==> config.mk <==
export PLATFORM = sky130hd
export DESIGN_NAME = rect_request_issuer
export DESIGN_NICKNAME = d
export VERILOG_FILES = /design/src/rtl/placement_pkg.sv /design/src/rtl/rect_req_fifo.sv /design/src/rtl/rect_request_issuer.sv
export SDC_FILE = /design/constraint.sdc
export NUM_CORES = 1
export LEC_CHECK = 0
export CAP_MARGIN = 20
export CORE_ASPECT_RATIO = 0.75
export CORE_MARGIN = 3
export CORE_UTILIZATION = 34
export DETAILED_ROUTE_END_ITERATION = 16
export GPL_TIMING_DRIVEN = 0
export PLACE_DENSITY_LB_ADDON = 0.12
export SLEW_MARGIN = 20
export SYNTH_ARGS = -nofsm -noshare
export SYNTH_HDL_FRONTEND = slang
export SYNTH_SLANG_ARGS = --single-unit
==> constraint.sdc <==
create_clock -name clk_i -period 3.07 [get_ports clk_i]
set_clock_uncertainty 0.2 [all_clocks]
set_input_delay 0.614 -clock clk_i [delete_from_list [all_inputs] [get_ports clk_i]]
set_output_delay 0.614 -clock clk_i [all_outputs]
set_load 0.01 [all_outputs]
==> src/rtl/placement_pkg.sv <==
// Shared widths, engine timing constants and request/tracker types for the
// rectangle-placement front end.
package placement_pkg;

  localparam int WIDTH_W     = 5;
  localparam int HEIGHT_W    = 5;
  localparam int IDX_W       = 8;
  localparam int STRIKE_W    = 4;
  localparam int TAG_W       = 4;

  localparam int SLOT_CYCLES = 4;
  localparam int RESULT_LAT  = 7;

  typedef struct packed {
    logic [TAG_W-1:0]    tag;
    logic [HEIGHT_W-1:0] height;
    logic [WIDTH_W-1:0]  width;
  } rect_req_t;

  typedef struct packed {
    logic             valid;
    logic [TAG_W-1:0] tag;
  } track_t;

  // A rectangle with either side zero can never be placed by the engine.
  function automatic logic is_zero_size(input rect_req_t r);
    return (r.width == '0) || (r.height == '0);
  endfunction

endpackage

==> src/rtl/rect_req_fifo.sv <==
// Request buffer: synchronous FIFO with async active-low reset and an
// occupancy count; a push while full or a pop while empty is ignored.
module rect_req_fifo
  import placement_pkg::*;
#(
  parameter int DEPTH = 4,
  localparam int PTR_W = $clog2(DEPTH)
) (
  input  logic             clk_i,
  input  logic             rst_i,
  input  logic             push_i,
  input  rect_req_t        data_i,
  input  logic             pop_i,
  output rect_req_t        data_o,
  output logic             full_o,
  output logic             empty_o,
  output logic [PTR_W:0]   level_o
);

  rect_req_t        r_mem [DEPTH];
  logic [PTR_W-1:0] r_wr_ptr;
  logic [PTR_W-1:0] r_rd_ptr;
  logic [PTR_W:0]   r_level;
  logic             w_push;
  logic             w_pop;

  assign full_o  = (r_level == (PTR_W+1)'(DEPTH));
  assign empty_o = (r_level == '0);
  assign w_push  = push_i && !full_o;
  assign w_pop   = pop_i && !empty_o;
  assign data_o  = r_mem[r_rd_ptr];
  assign level_o = r_level;

  // NOTE: state updates use non-blocking assignments so every flop samples
  // pre-edge values regardless of the order statements are evaluated.
  always_ff @(posedge clk_i or negedge rst_i) begin
    if (!rst_i) begin
      r_wr_ptr <= '0;
      r_rd_ptr <= '0;
      r_level  <= '0;
    end else begin
      if (w_push) r_wr_ptr <= r_wr_ptr + 1'b1;
      if (w_pop)  r_rd_ptr <= r_rd_ptr + 1'b1;
      if (w_push && !w_pop)      r_level <= r_level + 1'b1;
      else if (w_pop && !w_push) r_level <= r_level - 1'b1;
    end
  end

  // NOTE: storage is deliberately not reset; the pointers and level alone
  // decide which entries are meaningful.
  always_ff @(posedge clk_i) begin
    if (w_push) r_mem[r_wr_ptr] <= data_i;
  end

endmodule

==> src/rtl/rect_request_issuer.sv <==
// Feeds buffered rectangle requests into the placement engine one per slot
// and pairs each engine result with its request tag after the pipeline delay.
module rect_request_issuer #(
  parameter int FIFO_DEPTH   = 4,
  parameter int SLOT_CYCLES  = placement_pkg::SLOT_CYCLES,
  parameter int SAMPLE_PHASE = 0,
  parameter int RESULT_LAT   = placement_pkg::RESULT_LAT
) (
  input  logic                              clk_i,
  input  logic                              rst_i,
  input  logic                              req_valid_i,
  output logic                              req_ready_o,
  input  logic [placement_pkg::WIDTH_W-1:0]  req_width_i,
  input  logic [placement_pkg::HEIGHT_W-1:0] req_height_i,
  input  logic [placement_pkg::TAG_W-1:0]    req_tag_i,
  output logic [placement_pkg::WIDTH_W-1:0]  eng_width_o,
  output logic [placement_pkg::HEIGHT_W-1:0] eng_height_o,
  input  logic [placement_pkg::IDX_W-1:0]    eng_index_x_i,
  input  logic [placement_pkg::IDX_W-1:0]    eng_index_y_i,
  input  logic [placement_pkg::STRIKE_W-1:0] eng_strike_i,
  output logic                              rsp_valid_o,
  output logic [placement_pkg::TAG_W-1:0]    rsp_tag_o,
  output logic [placement_pkg::IDX_W-1:0]    rsp_x_o,
  output logic [placement_pkg::IDX_W-1:0]    rsp_y_o,
  output logic [placement_pkg::STRIKE_W-1:0] rsp_strike_o,
  output logic                              rsp_new_strike_o,
  output logic                              drop_o,
  output logic [$clog2(FIFO_DEPTH):0]       fifo_level_o
);

  import placement_pkg::*;

  localparam int PH_W    = (SLOT_CYCLES > 1) ? $clog2(SLOT_CYCLES) : 1;
  localparam int TRK_LEN = SLOT_CYCLES + RESULT_LAT;

  rect_req_t             w_req;
  rect_req_t             w_head;
  logic                  w_full;
  logic                  w_empty;
  logic                  w_xfer;
  logic                  w_push;
  logic                  w_pop;
  logic                  w_launch;
  track_t                w_track_in;

  logic [PH_W-1:0]       r_phase;
  track_t [TRK_LEN-1:0]  r_track;
  logic [WIDTH_W-1:0]    r_eng_w;
  logic [HEIGHT_W-1:0]   r_eng_h;
  logic                  r_drop;
  logic                  r_rsp_valid;
  logic [TAG_W-1:0]      r_rsp_tag;
  logic [IDX_W-1:0]      r_rsp_x;
  logic [IDX_W-1:0]      r_rsp_y;
  logic [STRIKE_W-1:0]   r_rsp_strike;
  logic                  r_rsp_new_strike;

  assign w_req       = '{tag: req_tag_i, height: req_height_i, width: req_width_i};
  assign req_ready_o = !w_full;
  assign w_xfer      = req_valid_i && req_ready_o;
  assign w_push      = w_xfer && !is_zero_size(w_req);
  assign w_launch    = (r_phase == PH_W'(SAMPLE_PHASE));
  assign w_pop       = w_launch && !w_empty;

  rect_req_fifo #(.DEPTH(FIFO_DEPTH)) u_fifo (
    .clk_i   (clk_i),
    .rst_i   (rst_i),
    .push_i  (w_push),
    .data_i  (w_req),
    .pop_i   (w_pop),
    .data_o  (w_head),
    .full_o  (w_full),
    .empty_o (w_empty),
    .level_o (fifo_level_o)
  );

  // NOTE: defaulting every always_comb output first keeps the block free of
  // inferred latches whichever branch is taken.
  always_comb begin
    w_track_in = '0;
    if (w_launch) begin
      w_track_in.valid = !w_empty;
      w_track_in.tag   = w_empty ? '0 : w_head.tag;
    end
  end

  always_ff @(posedge clk_i or negedge rst_i) begin
    if (!rst_i) begin
      r_phase <= '0;
    end else if (r_phase == PH_W'(SLOT_CYCLES - 1)) begin
      r_phase <= '0;
    end else begin
      r_phase <= r_phase + 1'b1;
    end
  end

  always_ff @(posedge clk_i or negedge rst_i) begin
    if (!rst_i) begin
      r_track          <= '0;
      r_eng_w          <= '0;
      r_eng_h          <= '0;
      r_drop           <= 1'b0;
      r_rsp_valid      <= 1'b0;
      r_rsp_tag        <= '0;
      r_rsp_x          <= '0;
      r_rsp_y          <= '0;
      r_rsp_strike     <= '0;
      r_rsp_new_strike <= 1'b0;
    end else begin
      r_track <= {r_track[TRK_LEN-2:0], w_track_in};
      // An empty FIFO launches 0/0, which the engine treats as a bubble.
      if (w_launch) begin
        r_eng_w <= w_empty ? '0 : w_head.width;
        r_eng_h <= w_empty ? '0 : w_head.height;
      end
      r_drop           <= w_xfer && is_zero_size(w_req);
      r_rsp_valid      <= r_track[TRK_LEN-1].valid;
      r_rsp_new_strike <= 1'b0;
      // rsp_strike doubles as the last captured strike, so it moves only here.
      if (r_track[TRK_LEN-1].valid) begin
        r_rsp_tag        <= r_track[TRK_LEN-1].tag;
        r_rsp_x          <= eng_index_x_i;
        r_rsp_y          <= eng_index_y_i;
        r_rsp_strike     <= eng_strike_i;
        r_rsp_new_strike <= (eng_strike_i != r_rsp_strike);
      end
    end
  end

  assign eng_width_o      = r_eng_w;
  assign eng_height_o     = r_eng_h;
  assign drop_o           = r_drop;
  assign rsp_valid_o      = r_rsp_valid;
  assign rsp_tag_o        = r_rsp_tag;
  assign rsp_x_o          = r_rsp_x;
  assign rsp_y_o          = r_rsp_y;
  assign rsp_strike_o     = r_rsp_strike;
  assign rsp_new_strike_o = r_rsp_new_strike;

endmodule
==> results of run 1 <==
==> logic make-up (layout without fill, tap and decap cells) <==
kind of cell               count (synthesis)  after routing
DFF                                      157            157
and+or+nand+nor                           34             34
AOI/OAI and AO/OA                         18             18
buffers and inverters                     30            146
muxes                                     39             39
xor gates and xnor gates                   9              9
adders and majority gates                  8              8
==> cell usage after synthesis (2+ instances only) <==
library cell and count:
nand2_1 12, nor2_1 5, o21ai_1 9, ha_1 7, nor3_1 6, buf_2 5, mux4_1 6, dfrtp_1 101
xor2_1 6, edfxtp_1 56, inv_1 22, mux2_2 25, xnor2_1 3, mux4_2 8, o21ai_0 3, nor3b_1 2
and2_1 4, nand3_1 4
==> routing by layer <==
metal	up-vias	track usage
met5	-	0
met4	0	0.0551
met1	1346	0.151
met3	10	0.0467
met2	84	0.170
li1	1258	-
==> per-stage QoR <==
| stage | std cells | worst slack, ns | cell area, um2 |
|---|---|---|---|
| 6_report | 616 | 0.206 | 7140 |
| 5_1_grt | 616 | 0.111 | 7140 |
| 4_1_cts | 616 | 0.0469 | 7130 |
| 3_3_place_gp | 577 | -2.65 | 6470 |
| 2_1_floorplan | 295 | 0.489 | 5440 |
| 3_5_place_dp | 584 | -0.381 | 6570 |
==> final cells by class <==
class	count	area [um2]	area share
Inverter	22	82.6	0.0116
Multi-Input combinational cell	108	1120	0.157
Timing Repair Buffer	85	855	0.120
Clock buffer	25	528	0.0740
Tap cell	205	256	0.0359
Sequential cell	157	4210	0.590
Clock inverter	6	31.3	0.00438
Buffer	8	60.1	0.00841
==> worst max-delay path, cell delays in order <==
cell,delay [ns]
clkdlybuf4s50_1,0.50
nor3_2,0.37
a22o_1,0.42
nor2_1,0.09
ha_1,0.21
inv_1,0.07
fa_1,0.41
mux2_2,0.27
==> cell usage in the layout (no fill, tap or decap), drive strengths merged, types with 2 or more instances in the layout <==
cell type and count:
clkbuf 26, mux2 25, xnor2 3, and2 4, o21ai 12, dfrtp 101, nor3b 2, clkdlybuf4s50 76
xor2 6, nand3 4, nand2 12, inv 23, nor2 5, clkinv 5, edfxtp 56, ha 7
buf 15, mux4 14, nor3 6
==> flip-flops by register name, indices dropped and copies added, names as in the netlist <==
register	count
eng_width_o	5
rsp_x_o	8
u_fifo.r_rd_ptr	2
rsp_new_strike_o	1
r_phase	2
rsp_tag_o	4
u_fifo.level_o	3
u_fifo.r_wr_ptr	2
rsp_valid_o	1
eng_height_o	5
rsp_y_o	8
rsp_strike_o	4
r_track	55
u_fifo.r_mem	56
drop_o	1
==> how the worst max path moves through the flow <==
stage                          startpoint                              to  slack, ns
after floorplan            req_width_i[1]    u_fifo.r_mem[0][0]$_DFFE_PP_       0.49
after global placement              rst_i  u_fifo.r_wr_ptr[0]$_DFFE_PN0P_      -2.65
after detailed placement  req_height_i[1]   u_fifo.level_o[1]$_DFFE_PN0P_      -0.38
after CTS                 req_height_i[1]   u_fifo.level_o[1]$_DFFE_PN0P_       0.05
after global routing       req_width_i[1]   u_fifo.level_o[1]$_DFFE_PN0P_       0.11
final                     req_height_i[1]   u_fifo.level_o[1]$_DFFE_PN0P_       0.21
==> power by group through the flow <==
stage,Sequential (mW),Clock (mW),Combinational [mW]
after floorplan,2.93,0,0.650
after global placement,2.88,0,1.35
after detailed placement,2.89,0,1.41
after CTS,2.85,2.03,1.42
after global routing,2.90,2.12,1.51
final,2.84,1.95,1.38
==> timing repair <==
item,4_1_cts,5_1_grt
hold buffers,1,0
gates resized for setup,0,1
setup endpoints to repair,0,1
endpoints found under the hold margin,39,0
==> results.cfg, run 1 <==
[cts]
cts_setup_buffers = 0
clkTransAtPathRegs_ns = 0.06
numCtsBuffers = 17
cts_max_path_buffers = 2
cts_tree = yes
clock_latency_ns = 0.42
cts_sinks = 157
cts-root-buf = clkbuf_16
htree_levels = 4

[run]
drv_cap = 0

[power]
intPower_mw = 4.61
powerDensity_mw_per_mm2 = 865
p_sw_frac = 0.254
p_clk_frac = 0.316
leakage_nw = 2.94
power_frac_seq = 0.460
pwr-share-comb = 0.224
p_sw_mw = 1.57
ir_drop_v = 0.000472
p_total_mw = 6.18

[critical_path]
arrival_ns = 2.96
crit_required_ns = 3.17
worstReg2RegStart = u_fifo.level_o[0]$_DFFE_PN0P_
end_kind = register
crit_path_start_kind = primary input
rrSetupSlack_ns = 0.45
critPathMaxFanout = 8
r2r_end = u_fifo.level_o[1]$_DFFE_PN0P_
critical_path_class = in2reg
r2r_cells = 8

[global_routing]
globalRoute.totalOverflow = 0
grt_pass1_vias = 2841
grt_max_degree = 63
grt_first_pass_wirelength_mm = 15.2
grt_antenna_before_repair = 0
grt_use_total = 0.116

[synth]
synth_top_family_by_area = multiplexers
synth-edff-count = 56
ys_ff_latch = 157
syn_nets = 340
ys_top_cells_by_area = dfrtp_1, edfxtp_1, mux2_2
muxShareOfSynthArea = 0.114
yosysWarnings = 0
synthAdderAreaFrac = 0.0198
synth_top_area_share = 0.464
synth.distinct_cells = 29
synthCells = 295
synthesis.area_mm2 = 0.00544
synth_top_area_cell = dfrtp_1
ys_seq_area_frac = 0.773
synthSimpleGateAreaFrac = 0.0294
syn_avg_cell_area_um2 = 18.5
synth-compound-area-share = 0.0232
synth_xor_area_frac = 0.0145
yosys_most_used_dff = dfrtp_1
synth-async-reset-ratio = 0.643

[placed_design]
dpl.hpwl_mm = 6.13
io_buffers = 77
routabilityCongestion = 0.677

[floorplan]
rows = 39
die_w_um = 152
die_area_mm2 = 0.0176
die_y_um = 116
io-pin-count = 78
initial_core_util = 0.352
coreArea_mm2 = 0.0155

[min_path]
hp-class = reg2reg
whs_endpoint = r_track[47]$_DFF_PN0_
hold_start = r_track[42]$_DFF_PN0_
whs_path_depth = 0

[timing]
hold_viol_final = 0
setup_violations = 0
tightest_slew_ns = 0.643
slew_headroom = 0.569
period_share = 0.933
holdWs_ns = 0.143
finalCriticalPeriod_ns = 2.86
rsz0062_at_grt = false
fmax_ghz = 0.349
tns_ns = 0
slew_viol_final = 0

[drt]
wl_met2_mm = 4.23
highest_layer = met4
ant_nets = 0
drt_iter0_markers = 127
wl_met1_mm = 4.35
viasPerCell = 4.38
first_pass_iters = 4
wl_per_cell_um = 15.1
wl_met3_um = 560
drc = 0
vias = 2698
wirelength_mm = 9.28

[run_status]
status = complete, no violations

[cells_and_area]
drive_above_1_share = 0.200
nets = 444
diodes = 0
post-route-util = 0.462
nFillCells = 1343
area_delta_synth_final_pct = 31.1
Note: power is estimated with default switching activity, not from simulation.
==> run 2: changes to the inputs <==
--- a/config.mk
+++ b/config.mk
@@ -6,9 +6,9 @@
 export NUM_CORES = 1
 export LEC_CHECK = 0
 export CAP_MARGIN = 20
-export CORE_ASPECT_RATIO = 0.75
 export CORE_MARGIN = 3
 export CORE_UTILIZATION = 34
+export CTS_BUF_LIST = sky130_fd_sc_hd__clkbuf_4 sky130_fd_sc_hd__clkbuf_8
 export DETAILED_ROUTE_END_ITERATION = 16
 export GPL_TIMING_DRIVEN = 0
 export PLACE_DENSITY_LB_ADDON = 0.12
==> results.cfg, run 2 (synthesis results as in run 1) <==
[run_status]
status = complete, no violations

[timing]
setup_violations = 0
hold_viol_final = 0
rsz0062_at_grt = false
slew_viol_final = 0
period_share = 0.947
fmax_ghz = 0.344
tightest_slew_ns = 0.550
slew_headroom = 0.633
holdWs_ns = 0.145
finalCriticalPeriod_ns = 2.91

[floorplan]
die_y_um = 133
rows = 45
die_w_um = 133
die_area_mm2 = 0.0176
initial_core_util = 0.353
io-pin-count = 78
coreArea_mm2 = 0.0154

[critical_path]
arrival_ns = 3.02
critical_path_class = in2reg
crit_required_ns = 3.19
slowest_stage = clkdlybuf4s50_1
crit_path_start_kind = primary input
critPathMaxFanout = 8
end_kind = register
rrSetupSlack_ns = 0.49
path_cells = clkdlybuf4s50_1, nor3_1, a22o_1, nor2_1, ha_1, inv_1, fa_1, mux2_2
worst_path_largest_cell_delay_ns = 0.48
r2r_cells = 8

[drt]
wirelength_mm = 9.32
drc = 0
drt_iter0_markers = 120
viasPerCell = 4.35
ant_nets = 0
wl_per_cell_um = 14.9
first_pass_iters = 4
vias = 2720

[cells_and_area]
diodes = 0
area_delta_synth_final_pct = 28.9
largest_reg_flops = 56
largest_register = u_fifo.r_mem
drive_above_1_share = 0.210
nets = 446
nFillCells = 1384
fin_area_mm2 = 0.00702
top_regs = u_fifo.r_mem: 56 flops, r_track: 55 flops
final_common_cell = dfrtp_1
final_cell_mix = dfrtp_1, clkdlybuf4s50_1, edfxtp_1, mux2_2, inv_1

[global_routing]
grt_antenna_before_repair = 0
grtUsageMet2 = 0.172
use_met3 = 0.0365
grtUsageMet1 = 0.153
top_usage_layer = met2
grt_pass1_vias = 2895
grt_use_total = 0.116
grt_first_pass_wirelength_mm = 15.6
grt_max_degree = 61
globalRoute.totalOverflow = 0

[cts]
cts_sinks = 157
cts-root-buf = clkbuf_8
cts_setup_buffers = 0
numCtsBuffers = 17
cts_resized = 0
clock_latency_ns = 0.43
hold_buffers = 1
htree_levels = 4
clkTransAtPathRegs_ns = 0.08
cts_max_path_buffers = 2
cts_tree = yes

[run]
drv_cap = 0

[power]
ir_drop_v = 0.000382
powerDensity_mw_per_mm2 = 824
p_total_mw = 5.79
leakage_nw = 2.89

[placed_design]
dpl.hpwl_mm = 6.26
routabilityCongestion = 0.696
dpl_cell_area_mm2 = 0.00660
io_buffers = 77

[min_path]
whs_path_depth = 0
hp-class = reg2reg
## run 2: cell types whose count changed in the layout (fill, tap and decap cells not counted), sizes merged
cell,delta
clkinvlp,+1
clkbuf,-2
buf,+2
clkinv,-2
bufinv,+2
inv,+2
## run 2: metal layers
layer,share of wire,up-vias
met1,0.47,1373
met3,0.050,11
met5,0,-
li1,-,1261
met4,0.019,0
met2,0.46,75
## run 2: power by group
group	total [mW]	switching, mW	internal, mW
combinational	1.40	0.593	0.810
sequential	2.83	0.209	2.62
clock	1.55	0.723	0.830
total	5.79	1.52	4.26
## run 2: final cells by class
type                    count  area, um2  share of cell area
clock buffers              23        304              0.0433
clock inverters             9        106              0.0152
plain buffers               8       60.1             0.00856
inverters                  22       82.6              0.0118
flip-flops and latches    157       4210               0.600
multi-input cells         108       1110               0.158
well taps                 211        264              0.0376
repair buffers             87        881               0.125
## run 2: worst max-delay path, delay by kind of cell
kind	cells	cell delay, ns
compound gates	1	0.43
simple gates	2	0.55
mux	1	0.27
fa+ha+maj	2	0.61
buf+inv	2	0.55
## run 2: through the flow
| step | cells | util | setup TNS [ns] | setup WS [ns] |
|---|---|---|---|---|
| global placement | 583 | 0.420 | -327.21 | -2.61 |
| finish | 625 | 0.455 | 0 | 0.162 |
| floorplan | 295 | - | 0 | 0.489 |
| detailed placement | 592 | 0.428 | -0.511 | -0.326 |
| CTS | 625 | 0.455 | 0 | 0.154 |
| global route | 625 | 0.455 | 0 | 0.00678 |
## run 2: worst paths after layout
path / from / to
setup / recovery: req_height_i[1] / u_fifo.level_o[1]$_DFFE_PN0P_
hold / removal: r_track[44]$_DFF_PN0_ / r_track[49]$_DFF_PN0_
setup reg to reg: u_fifo.level_o[1]$_DFFE_PN0P_ / u_fifo.level_o[1]$_DFFE_PN0P_
hold reg to reg: r_track[44]$_DFF_PN0_ / r_track[49]$_DFF_PN0_
max in group asynchronous: rst_i / drop_o$_DFF_PN0_
min in group asynchronous: rst_i / rsp_tag_o[2]$_DFFE_PN0P_
